## config.mk

```make
export PLATFORM = sky130hd
export DESIGN_NAME = time_of_day_bcd
export DESIGN_NICKNAME = d
export VERILOG_FILES = /design/src/rtl/tod_pkg.sv /design/src/rtl/bcd_mod_counter.sv /design/src/rtl/time_of_day_bcd.sv
export SDC_FILE = /design/constraint.sdc
export NUM_CORES = 1
export LEC_CHECK = 0
export ABC_AREA = 1
export BUFFER_PORTS_ARGS = -buffer_cell sky130_fd_sc_hd__buf_2
export CAP_MARGIN = 25
export CORE_ASPECT_RATIO = 1.25
export CORE_UTILIZATION = 58
export CTS_CLUSTER_DIAMETER = 200
export DETAILED_ROUTE_END_ITERATION = 10
export PLACE_DENSITY = 0.9
export SYNTH_ARGS = -nofsm -noshare
export SYNTH_HDL_FRONTEND = slang
export SYNTH_SLANG_ARGS = --single-unit
```

## constraint.sdc

```tcl
create_clock -name clk -period 17.6 [get_ports clk]
set_input_delay 2.64 -clock clk [delete_from_list [all_inputs] [get_ports clk]]
set_output_delay 2.64 -clock clk [all_outputs]
set_load 0.01 [all_outputs]
```

## src/rtl/tod_pkg.sv

```systemverilog
// Shared BCD types, limits and helpers for the time-of-day clock.
// Consumers: bcd_mod_counter and time_of_day_bcd (alarm gated by TOD_ALARM_EN).
package tod_pkg;

  typedef logic [3:0] bcd_digit_t;
  typedef logic [7:0] bcd_byte_t;

  localparam bcd_byte_t MIN_SEC_MAX = 8'h59;
  localparam bcd_byte_t HOUR_MAX    = 8'h23;
  localparam bcd_byte_t HOUR_NOON   = 8'h12;

  function automatic logic bcd_ok(input bcd_byte_t v);
    return (v[7:4] <= 4'd9) && (v[3:0] <= 4'd9);
  endfunction

  function automatic logic [6:0] bcd2bin(input bcd_byte_t v);
    return ({3'b000, v[7:4]} * 7'd10) + {3'b000, v[3:0]};
  endfunction

  function automatic bcd_byte_t bin2bcd(input logic [6:0] b);
    bcd_digit_t hi;
    bcd_digit_t lo;
    hi = 4'(b / 7'd10);
    lo = 4'(b % 7'd10);
    return {hi, lo};
  endfunction

  // 24-hour BCD hour to 12-hour display digits (00 and 12 both show as 12).
  function automatic bcd_byte_t to12(input bcd_byte_t h24);
    if (h24 == 8'h00)           return HOUR_NOON;
    else if (h24 <= HOUR_NOON)  return h24;
    else                        return bin2bcd(bcd2bin(h24) - 7'd12);
  endfunction

  function automatic bcd_byte_t to24(input bcd_byte_t h12, input logic pm);
    if (h12 == HOUR_NOON) return pm ? HOUR_NOON : 8'h00;
    else if (pm)          return bin2bcd(bcd2bin(h12) + 7'd12);
    else                  return h12;
  endfunction

endpackage

```

## src/rtl/bcd_mod_counter.sv

```systemverilog
// Two-digit BCD counter wrapping at LIMIT, with synchronous load and carry-out.
// val_d_o exposes the next-state value so the parent can register derived outputs.
module bcd_mod_counter
  import tod_pkg::*;
#(
  parameter bcd_byte_t LIMIT = 8'h59
) (
  input  logic      clk,
  input  logic      reset,
  input  logic      inc_i,
  input  logic      load_i,
  input  bcd_byte_t load_val_i,
  output bcd_byte_t val_o,
  output bcd_byte_t val_d_o,
  output logic      carry_o
);

  bcd_byte_t val_q, val_d;

  always_comb begin
    val_d = val_q;
    if (reset) begin
      val_d = 8'h00;
    end else if (load_i) begin
      val_d = load_val_i;
    end else if (inc_i) begin
      if (val_q == LIMIT)          val_d = 8'h00;
      else if (val_q[3:0] == 4'd9) val_d = {val_q[7:4] + 4'd1, 4'd0};
      else                         val_d = {val_q[7:4], val_q[3:0] + 4'd1};
    end
  end

  always_ff @(posedge clk) begin
    val_q <= val_d;
  end

  assign val_o   = val_q;
  assign val_d_o = val_d;
  assign carry_o = inc_i && (val_q == LIMIT);

endmodule

```

## src/rtl/time_of_day_bcd.sv

```systemverilog
// BCD time-of-day clock: 24-hour internal time, 12/24-hour registered display,
// validated loads; optional alarm compiled in with TOD_ALARM_EN.
module time_of_day_bcd
  import tod_pkg::*;
#(
  parameter int TICK_DIV = 1,
  parameter int TICK_W   = 10
) (
  input  logic      clk,
  input  logic      reset,
  input  logic      ena,
  input  logic      mode24,
  input  logic      load,
  input  bcd_byte_t load_hh,
  input  bcd_byte_t load_mm,
  input  bcd_byte_t load_ss,
  input  logic      load_pm,
  output bcd_byte_t hh,
  output bcd_byte_t mm,
  output bcd_byte_t ss,
  output logic      pm,
  output logic      sec_pulse,
  output logic      load_err
`ifdef TOD_ALARM_EN
  ,
  input  bcd_byte_t alarm_hh,
  input  bcd_byte_t alarm_mm,
  input  logic      alarm_arm,
  output logic      alarm
`endif
);

  logic [TICK_W-1:0] presc_q, presc_d;
  logic      tick, adv, load_ok, load_valid;
  bcd_byte_t load_hour24;
  bcd_byte_t sec_q, sec_d, min_q, min_d, hour_q, hour_d;
  logic      sec_co, min_co, hour_co;
  bcd_byte_t hh_q;
  logic      pm_q, sec_pulse_q, load_err_q;
  logic      unused_ok;

  assign tick = ena && (presc_q == TICK_W'(TICK_DIV - 1));
  // Any load request claims the cycle, so a coincident tick never advances time.
  assign adv  = tick && !load;

  always_comb begin
    load_ok = bcd_ok(load_mm) && (load_mm <= MIN_SEC_MAX) &&
              bcd_ok(load_ss) && (load_ss <= MIN_SEC_MAX) && bcd_ok(load_hh);
    if (mode24) load_ok = load_ok && (load_hh <= HOUR_MAX);
    else        load_ok = load_ok && (load_hh != 8'h00) && (load_hh <= HOUR_NOON);
    load_hour24 = mode24 ? load_hh : to24(load_hh, load_pm);
  end

  assign load_valid = load && load_ok;

  always_comb begin
    presc_d = presc_q;
    if (reset)           presc_d = '0;
    else if (load)       presc_d = load_ok ? '0 : presc_q;
    else if (tick)       presc_d = '0;
    else if (ena)        presc_d = presc_q + 1'b1;
  end

  always_ff @(posedge clk) begin
    presc_q <= presc_d;
  end

  bcd_mod_counter #(.LIMIT(MIN_SEC_MAX)) u_sec (
    .clk(clk), .reset(reset), .inc_i(adv), .load_i(load_valid), .load_val_i(load_ss),
    .val_o(sec_q), .val_d_o(sec_d), .carry_o(sec_co)
  );

  bcd_mod_counter #(.LIMIT(MIN_SEC_MAX)) u_min (
    .clk(clk), .reset(reset), .inc_i(sec_co), .load_i(load_valid), .load_val_i(load_mm),
    .val_o(min_q), .val_d_o(min_d), .carry_o(min_co)
  );

  bcd_mod_counter #(.LIMIT(HOUR_MAX)) u_hour (
    .clk(clk), .reset(reset), .inc_i(min_co), .load_i(load_valid), .load_val_i(load_hour24),
    .val_o(hour_q), .val_d_o(hour_d), .carry_o(hour_co)
  );

  // Hour display is built from the counter's next state so it lands with mm/ss.
  always_ff @(posedge clk) begin
    if (reset) begin
      hh_q        <= mode24 ? 8'h00 : HOUR_NOON;
      pm_q        <= 1'b0;
      sec_pulse_q <= 1'b0;
      load_err_q  <= 1'b0;
    end else begin
      hh_q        <= mode24 ? hour_d : to12(hour_d);
      pm_q        <= (hour_d >= HOUR_NOON);
      sec_pulse_q <= adv;
      load_err_q  <= load && !load_ok;
    end
  end

  assign hh        = hh_q;
  assign mm        = min_q;
  assign ss        = sec_q;
  assign pm        = pm_q;
  assign sec_pulse = sec_pulse_q;
  assign load_err  = load_err_q;

`ifdef TOD_ALARM_EN
  logic alarm_q;

  always_ff @(posedge clk) begin
    if (reset)           alarm_q <= 1'b0;
    else if (!alarm_arm) alarm_q <= 1'b0;
    else if (adv && (hour_d == alarm_hh) && (min_d == alarm_mm) && (sec_d == 8'h00))
      alarm_q <= 1'b1;
  end

  assign alarm = alarm_q;
`endif

  assign unused_ok = ^{hour_q, min_d, sec_d, hour_co};

endmodule

```

# --- After elaboration in Yosys (flattened, before gate mapping) ---
# Cells that the tools add are included.
totals:
  in_bits: 30
  wordCells: 103
  ff_bits: 45
op_classes:
  n_lt_le_gt_ge: 12
  n_mul: 2
  n_reduce_logical: 29
  div_mod_pow: 4
  addsub: 11
  mux: 27
  n_eq_ne: 8
op_table:
  columns: ["op", "count"]
  rows:
  - ["$mux W8", 20]
  - ["$mux W10", 4]
  - ["$add A4 B1 Y4 const B", 6]
  - ["$le A4 B4 Y1 const B", 6]
  - ["$eq A8 B7 Y1 const B", 2]
  - ["$le A8 B5 Y1 const B", 2]
  - ["$le A8 B7 Y1 const B", 2]
  - ["$logic_and A1 B1 Y1", 16]
  - ["$add A7 B4 Y7", 2]
  - ["$div A7 B4 Y7 const B", 2]
  - ["$mod A7 B4 Y7 const B", 2]
  - ["$eq A4 B4 Y1 const B", 3]
  - ["$mul A4 B3 Y6 const B", 2]
  - ["$add A10 B1 Y10 const B", 1]
  - ["$logic_not A10 Y1", 1]
  - ["$mux W5", 2]
  - ["$reduce_bool A3 Y1", 3]
  - ["$eq A8 B5 Y1 const B", 1]
  - ["$eq A8 B6 Y1 const B", 1]
  - ["$ge A8 B5 Y1 const B", 1]
  - ["$le A8 B6 Y1 const B", 1]
  - ["$logic_not A8 Y1", 1]
  - ["$reduce_bool A8 Y1", 1]
  - ["$add A7 B4 Y7 const B", 1]
  - ["6 further kinds", 10]

# --- Depth between registers and ports, before layout ---
# Gate-level depths: netlist (run 1).
logic_depth:
  ltp_word: 20
  ltp_mapped: 61
  depth_no_buf: 61

# --- Cells and area by module ---
# A second synthesis (run 1) with hierarchy kept.
unflattened:
  cells_unflattened: 636
  area_unflattened_um2: 4030.1
by_module_without_submodules:
  columns: ["module", "seq_area_each_um2", "cells_each", "area_per_inst_um2", "n_inst"]
  rows:
  - ["time_of_day_bcd", 420.4, 388, 2478.6, 1]
  - ["bcd_mod_counter at u_min ...", 160.2, 79, 490.5, 2]
  - ["bcd_mod_counter at u_hour", 160.2, 90, 570.5, 1]

# --- Worst setup path before layout (run 1) ---
# OpenSTA, ideal clock, no wires.
synth_timing:
  kind: "input to register"
  start: "input load_hh[4]"
  end: "register hh_q[3] (netlist: hh[3])"
  setup_slack_ns: 8.558
  arrival_ns: 8.929
  path_buffers: 0
  path_stages: 59
  setup_time_ns: 0.113
  path_cell_list: "ha_1 inv_1 ha_1 fa_1 inv_1 nand3_2 nand2_1 nand2_2 nand2_4 nand3_4 nand3_2 nand2_4 nand2_4 nand2_1 nand2_2 inv_2 nand2_2 nand2_2 [... 23 more ...] nand2_4 nand2_4 nand2_2 nand3_2 nand2_2 nand2_2 nand2_1 nand2_1 inv_1 ha_1 inv_1 nand3_4 nand3_4 nand2_1 nand2_1 nand2_1 nand3_1 nand2_1"
synth_via:
  elab_chain_len: 17
  elab_cells_between_ends: 32
synth_lines:
  columns: ["element", "line", "source"]
  rows:
  - ["start: declaration", "time_of_day_bcd.sv:14", "input bcd_byte_t load_hh,"]
  - ["$mul A4 B3 Y6 / $le A4 B4 Y1 (equally long branches)", "tod_pkg.sv:17, tod_pkg.sv:13", null]
  - ["$add A7 B4 Y7 / $logic_and A1 B1 Y1 (equally long branches)", "tod_pkg.sv:17, tod_pkg.sv:13", null]
  - ["$add A7 B4 Y7 / $logic_and A1 B1 Y1 (equally long branches)", "tod_pkg.sv:37, time_of_day_bcd.sv:48", null]
  - ["$div A7 B4 Y7 / $logic_and A1 B1 Y1 (equally long branches)", "tod_pkg.sv:23, time_of_day_bcd.sv:50", null]
  - ["$mux W8 / $logic_and A1 B1 Y1 (equally long branches)", "tod_pkg.sv:37, time_of_day_bcd.sv:50", null]
  - ["$mux W8 / $mux W1 (equally long branches)", "tod_pkg.sv:36, time_of_day_bcd.sv:49", null]
  - ["$mux W8 / $logic_and A1 B1 Y1 (equally long branches)", "time_of_day_bcd.sv:51, time_of_day_bcd.sv:54", null]
  - ["$mux W8 (*)", "bcd_mod_counter.sv:24", "end else if (load_i) begin"]
  - ["[... 1 more ...]", null, null]
  - ["named net hour_d[4]", "time_of_day_bcd.sv:36", "bcd_byte_t sec_q, sec_d, min_q, min_d, hour_q, hour_d;"]
  - ["$mul A4 B3 Y6", "tod_pkg.sv:17", "return ({3'b000, v[7:4]} * 7'd10) + {3'b000, v[3:0]};"]
  - ["$add A7 B4 Y7", "tod_pkg.sv:17", null]
  - ["$sub A7 B4 Y7", "tod_pkg.sv:32", "else return bin2bcd(bcd2bin(h24) - 7'd12);"]
  - ["$mod A7 B4 Y7", "tod_pkg.sv:24", "lo = 4'(b % 7'd10);"]
  - ["$mux W8", "tod_pkg.sv:31", "else if (h24 <= HOUR_NOON) return h24;"]
  - ["$mux W8 (*)", "tod_pkg.sv:30", "if (h24 == 8'h00) return HOUR_NOON;"]
  - ["$mux W8 (*)", "time_of_day_bcd.sv:91", "hh_q <= mode24 ? hour_d : to12(hour_d);"]
  - ["$mux W8 (*)", "time_of_day_bcd.sv:85", "if (reset) begin"]
  - ["end signal: assignment", "time_of_day_bcd.sv:86", "hh_q <= mode24 ? 8'h00 : HOUR_NOON;"]
  - ["end signal: assignment", "time_of_day_bcd.sv:91", null]
  - ["end: declaration", "time_of_day_bcd.sv:38", "bcd_byte_t hh_q;"]
# The timed path passes the listed nets; every way through them passes the cells marked *.
# A chain may end at the register's enable or synchronous reset.

# --- Worst setup path in the final report (run 1) ---
# Ends and elaborated chain as after synthesis.

==> run_results.csv, run 1 <==
group,metric,value,unit
timing,fmax,104.6,MHz
synthesis,synth_mux_area_frac,0,
worst_setup_path,worst-endpoint-arrival,9760,ps
worst_setup_path,reg2reg_setup_slack,11450,ps
placement,dp_hpwl,8074,µm
power_and_ir_drop,p_leak,2.383,nW
synthesis,synth_top_cell_area_share,0.2125,
final_layout,fin_nets,761,
timing,period_share,0.5432,
placement,place_area,4611,µm²
timing,period_needed,9560,ps
synthesis,synth.avg_cell_area,6.678,µm²
worst_setup_path,worst_setup_path_start_kind,"input pin",
timing,worst_pin_slew,524.1,ps
timing,fin_skew,5.631,ps
global_route,antenna_found_initial,0,
routing,first_pass_iters,5,
synthesis,seq_area_frac_synth,0.2125,
final_layout,areaGrowthSynthToFinish,10.71,%
routing,routed_via_density,5.493,
routing,vias,4301,
worst_setup_path,critPathKind,"input pin to register",
timing,final_max_slew_viol_count,0,
die,io_pins,57,
worst_hold_path,min_path_cells,2,
timing,hold_viol,0,
die,core-area,7019,µm²
die,rows,34,
cts,cts_setup_buffers,0,
run,cap_viol_max_count,0,
cts,cts_max_level,2,
cts,cts.sinks,45,
routing,post_drt_wl_per_cell,12.79,µm
cts,cts_tree,"built",
die,start_util,0.6041,
worst_setup_path,reg2reg_from,"u_sec.val_o[0]",
cts,clk_latency,300,ps
cts,clockBufferDepth,2,
cts,cts_buffers,5,
timing,setup_viol,0,
global_route,grt_max_degree,27,
worst_hold_path,hold_class,"register to register",
final_layout,drive_above_1_share,0.2035,
die,die_area,7659,µm²
synthesis,yosys.area.top_type,"dfxtp_1",
worst_setup_path,critPathMaxStageDelay,460,ps
global_route,grt_pass1_wl,17480,µm
timing,setup_tns,0,ps
worst_hold_path,whs_endpoint,"presc_q[1]",
final_layout,antenna_cells,0,
routing,first_iter_violations,175,
placement,place_ws,7754,ps
cts,cts_root_buf,"clkbuf_8",
synthesis,synth.net_count,704,
worst_hold_path,worstHoldStart,"presc_q[1]",
global_route,grt_usage,0.2754,
cts,clk_pin_slew,80,ps
timing,rsz0062_at_grt,"no",
worst_setup_path,critPathCaptureType,"register",
worst_setup_path,crit_path_max_fanout,7,
synthesis,synthXorXnorAreaFrac,0.03010,
synthesis,ys_warn_count,0,
routing,drc,0,
worst_setup_path,critPathSlowestCell,"fa_1",
synthesis,synth_compound_area_frac,0.1225,
synthesis,post_synth_instance_area,4240,µm²
synthesis,synthCells,635,
placement,place.gp.congestion,0.9537,
cts,hold_buffers,0,
synthesis,ys_top_cells_by_area,"dfxtp_1 (21%), nand2_1 (12%), ha_1 (10%)",
timing,max_slew_margin,0.6479,
routing,drt_wl_total,10010,µm
power_and_ir_drop,p_per_area,59.09,nW/µm²
worst_setup_path,ff2ff_path_depth,39,
final_layout,final_cell_mix,"nand2_1 (137), inv_1 (98), nand3_1 (56), buf_2 (56)",
global_route,grt-ovfl-total,0,
synthesis,synthAdderAreaFrac,0.1222,
power_and_ir_drop,peakVddDrop,0.05148,mV
routing,antenna_left,0,
timing,fin_ws,8040,ps
worst_setup_path,cp_common_cell,"nand2_1",
synthesis,yosys.area_share.simple,0.4087,
worst_setup_path,worst_ep_required_time,17800,ps
synthesis,synth_top_family_by_area,"simple AND/OR/NAND/NOR gates",
status,status,"finished, final reports clean",
synthesis,ys_types,44,
cts,cts-resized-gates,0,
placement,port_buffers,56,
die,die_w,78.48,µm
final_layout,final_common_cell,"nand2_1",
die,die_h,97.60,µm
worst_setup_path,reg2reg_to,"hh[3]",
global_route,grt_pass1_vias,4278,
synthesis,synth-seq-cells,45,
final_layout,finalInstanceArea,4695,µm²
## how the worst max path moves through the flow
stage,cells after the start,slack [ps],endpoint,from
after floorplan,59,8560,hh[3],load_hh[4]
after global placement,58,8150,hh[3],load_hh[4]
after detailed placement,58,7750,hh[3],load_hh[4]
after CTS,58,8060,hh[3],load_hh[4]
after global routing,60,7290,hh[3],load_hh[4]
final,58,8040,hh[3],load_hh[4]
## per-layer routing
metal | track usage | vias up | routed length [µm] | part of all wire
met1 | 0.3027 | 1951 | 4158 | 0.42
li1 | - | 2197 | - | -
met3 | 0.02535 | 29 | 398 | 0.040
met2 | 0.5256 | 124 | 5180 | 0.52
met5 | 0 | - | 0 | 0
met4 | 0.1140 | 0 | 274 | 0.027
## cell type report
class / count / area [µm²]
Clock buffer: 7 / 76.32
Multi-Input combinational cell: 473 / 2898
Clock inverter: 1 / 7.507
Inverter: 111 / 419.2
Tap cell: 90 / 112.6
Sequential cell: 45 / 900.9
Fill cell: 615 / 2325
Timing Repair Buffer: 56 / 280.3
## through the flow
stage | hold WS, ps | utilization | power, mW | std cells
after floorplan | 462.1 | - | 0.1917 | 635
after global placement | 472.3 | 0.6569 | 0.2088 | 775
after detailed placement | 480.7 | 0.6569 | 0.2136 | 775
after CTS | 490.9 | 0.6688 | 0.2767 | 783
after global routing | 515.6 | 0.6688 | 0.2972 | 783
final | 490.4 | 0.6688 | 0.2774 | 783
## sequential cells by signal, summed over array words and instances, names as in the netlist
register / count
hh: 8
pm: 1
sec_pulse: 1
u_sec.val_o: 8
u_hour.val_o: 8
presc_q: 10
u_min.val_o: 8
load_err: 1
## critical path, delay by kind of cell
kind,cells,cell delay (ps)
xor+xnor,1,270
fa+ha+maj,9,2570
simple gates,36,3150
buf+inv,10,800
compound gates,2,300
## synthesized netlist by cell type, drive strengths merged
master / count
o2111ai: 3
clkbuf: 5
ha: 35
buf: 1
o211ai: 3
nand3: 75
nor2: 51
clkinv: 1
a211oi: 1
xnor2: 4
nand4: 16
nor3b: 1
xnor3: 1
nor4: 2
or2: 2
xor2: 8
o311ai: 1
nor3: 17
a31oi: 7
nand3b: 2
fa: 4
dfxtp: 45
o221ai: 2
nand2: 167
inv: 110
o21ai: 36
a21oi: 32
and3: 2
and2: 1
## logic make-up (layout without fill, tap and decap cells)
group | Yosys count | after routing
buf+inv | 117 | 175
fa+ha+maj | 39 | 39
flops | 45 | 45
compound gates | 85 | 85
xor+xnor | 13 | 13
simple gates | 336 | 336
## report_power, final
part	leakage (nW)	switching [mW]	internal, mW	total (mW)
clock	0.0385	0.0363	0.0282	0.0645
sequential	0.364	0.00121	0.103	0.104
combinational	1.98	0.0713	0.0372	0.109
total	2.38	0.109	0.169	0.277
No activity file was read; power rests on OpenSTA's default activity.
==> run 2: changes to the inputs <==
clock period = 9.8 ns   (was 17.6 ns; I/O delays follow)
==> run 2 against run 1 <==
  * Clock skew decreased by 1.5 ps
  * Via count up 1.1%
  * Clock-buffer cell count unchanged
  * Worst hold slack improved by 6.0 ps
  * Final area increased by 0.69%
  * Wire length increased by 1.3%
  * Die area stayed put
  * Clock power is 130% higher
  * Combinational power increased by 80%
  * Critical path type unchanged
  * Final cell count did not move
==> run_results.csv, run 2 (same netlist as run 1, synthesis figures left out) <==
group,metric,value,unit
status,status,"finished, final reports clean",
timing,setup_tns,0,ps
timing,hold_slack,496.4,ps
routing,first_pass_iters,4,
global_route,grt_pass1_wl,17820,µm
timing,fin_skew,4.103,ps
cts,cts.sinks,45,
global_route,grtUsageMet1,0.3115,
global_route,grt-ovfl-total,0,
global_route,met2_usage,0.5364,
global_route,grt_max_degree,27,
routing,first_iter_violations,168,
final_layout,antenna_cells,0,
worst_setup_path,crit_path_max_fanout,7,
timing,fmax,119.1,MHz
timing,worst_pin_slew,532.3,ps
die,die_w,78.48,µm
routing,vias,4347,
cts,cts_max_level,2,
timing,period_needed,8396,ps
worst_setup_path,cp_common_cell,"nand2_1",
worst_setup_path,critPathKind,"input pin to register",
cts,cts_root_buf,"clkbuf_8",
placement,place.gp.congestion,0.9539,
worst_hold_path,hold_class,"register to register",
placement,dp_hpwl,8093,µm
final_layout,drive_above_1_share,0.2049,
cts,cts-resized-gates,0,
routing,post_drt_wl_per_cell,12.95,µm
die,die_area,7659,µm²
power_and_ir_drop,p_leak,2.403,nW
routing,antenna_left,0,
cts,cts_buffers,5,
global_route,grt_usage,0.2826,
worst_setup_path,cpLargestDelayFamily,"simple AND/OR/NAND/NOR gates",
worst_setup_path,critPathMaxStageDelay,460,ps
cts,cts_tree,"built",
final_layout,areaGrowthSynthToFinish,11.48,%
power_and_ir_drop,peakVddDrop,0.09378,mV
routing,routed_via_density,5.552,
final_layout,max_flop_register,"presc_q",
worst_setup_path,worst-endpoint-arrival,8600,ps
final_layout,final_cell_mix,"nand2_1 (137), inv_1 (98), nand3_1 (56), buf_2 (56)",
die,die_h,97.60,µm
worst_setup_path,critPathCaptureType,"register",
timing,max_slew_margin,0.6414,
cts,cts_setup_buffers,0,
global_route,grt_pass1_vias,4352,
final_layout,largest_register_ffs,10,
global_route,top_usage_layer,"met2",
global_route,use_met3,0.03192,
power_and_ir_drop,p_per_area,112.9,nW/µm²
cts,clockBufferDepth,2,
die,core-area,7019,µm²
timing,setup_viol,0,
final_layout,fin_nets,761,
worst_setup_path,crit_buf_inv,10,
placement,place_area,4611,µm²
timing,period_share,0.8568,
cts,clk_latency,300,ps
global_route,antenna_found_initial,0,
placement,port_buffers,56,
final_layout,fin_util,0.6734,
timing,rsz0062_at_grt,"no",
routing,drc,0,
die,start_util,0.6041,
cts,hold_buffers,0,
die,io_pins,57,
worst_setup_path,worst_ep_required_time,10000,ps
final_layout,final_common_cell,"nand2_1",
run,cap_viol_max_count,0,
worst_setup_path,worst_setup_path_start_kind,"input pin",
cts,clk_pin_slew,90,ps
die,rows,34,
worst_setup_path,critPathSlowestCell,"fa_1",
timing,hold_viol,0,
final_layout,finalInstanceArea,4727,µm²
timing,final_max_slew_viol_count,0,
routing,drt_wl_total,10140,µm
==> run 2: cell type report <==
cell class	instances	area, µm²
clock buffer	7	86.33
clock inverter	1	30.03
fill	601	2292
inverter	111	419.2
multi-input combinational	473	2898
sequential	45	900.9
tap	90	112.6
timing repair buffer	56	280.3
==> run 2: power breakdown <==
part	switching, mW	internal [mW]
Clock	0.0670	0.0833
Sequential	0.00211	0.185
Combinational	0.129	0.0668
Total	0.199	0.335
==> run 2: worst min-delay path, cell delays in order (launching register included) <==
cell,delay [ps]
dfxtp_1,330
nand2_1,60
a21oi_1,60
==> run 2: final timing paths <==
path / slack [ps] / to / depth (start not counted) / from
hold reg to reg: 500 / presc_q[1] / 2 / presc_q[1]
setup / recovery: 1400 / hh[3] / 58 / load_hh[4]
setup reg to reg: 3680 / hh[3] / 39 / u_sec.val_o[0]
hold / removal: 500 / presc_q[1] / 2 / presc_q[1]
==> run 2: stage by stage <==
stage               setup slack (ps)  power, mW  cells
floorplan                       1928     0.3444    635
global placement                1514     0.3750    775
detailed placement              1127     0.3840    775
CTS                             1424     0.5313    783
global route                   748.9     0.5695    783
finish                          1404     0.5339    783
==> run 2: per-layer routing <==
layer  share of wire  up-vias
met5               0        -
met4           0.027        0
met3           0.041       30
met2            0.52      115
met1            0.41     2011
li1                -     2191
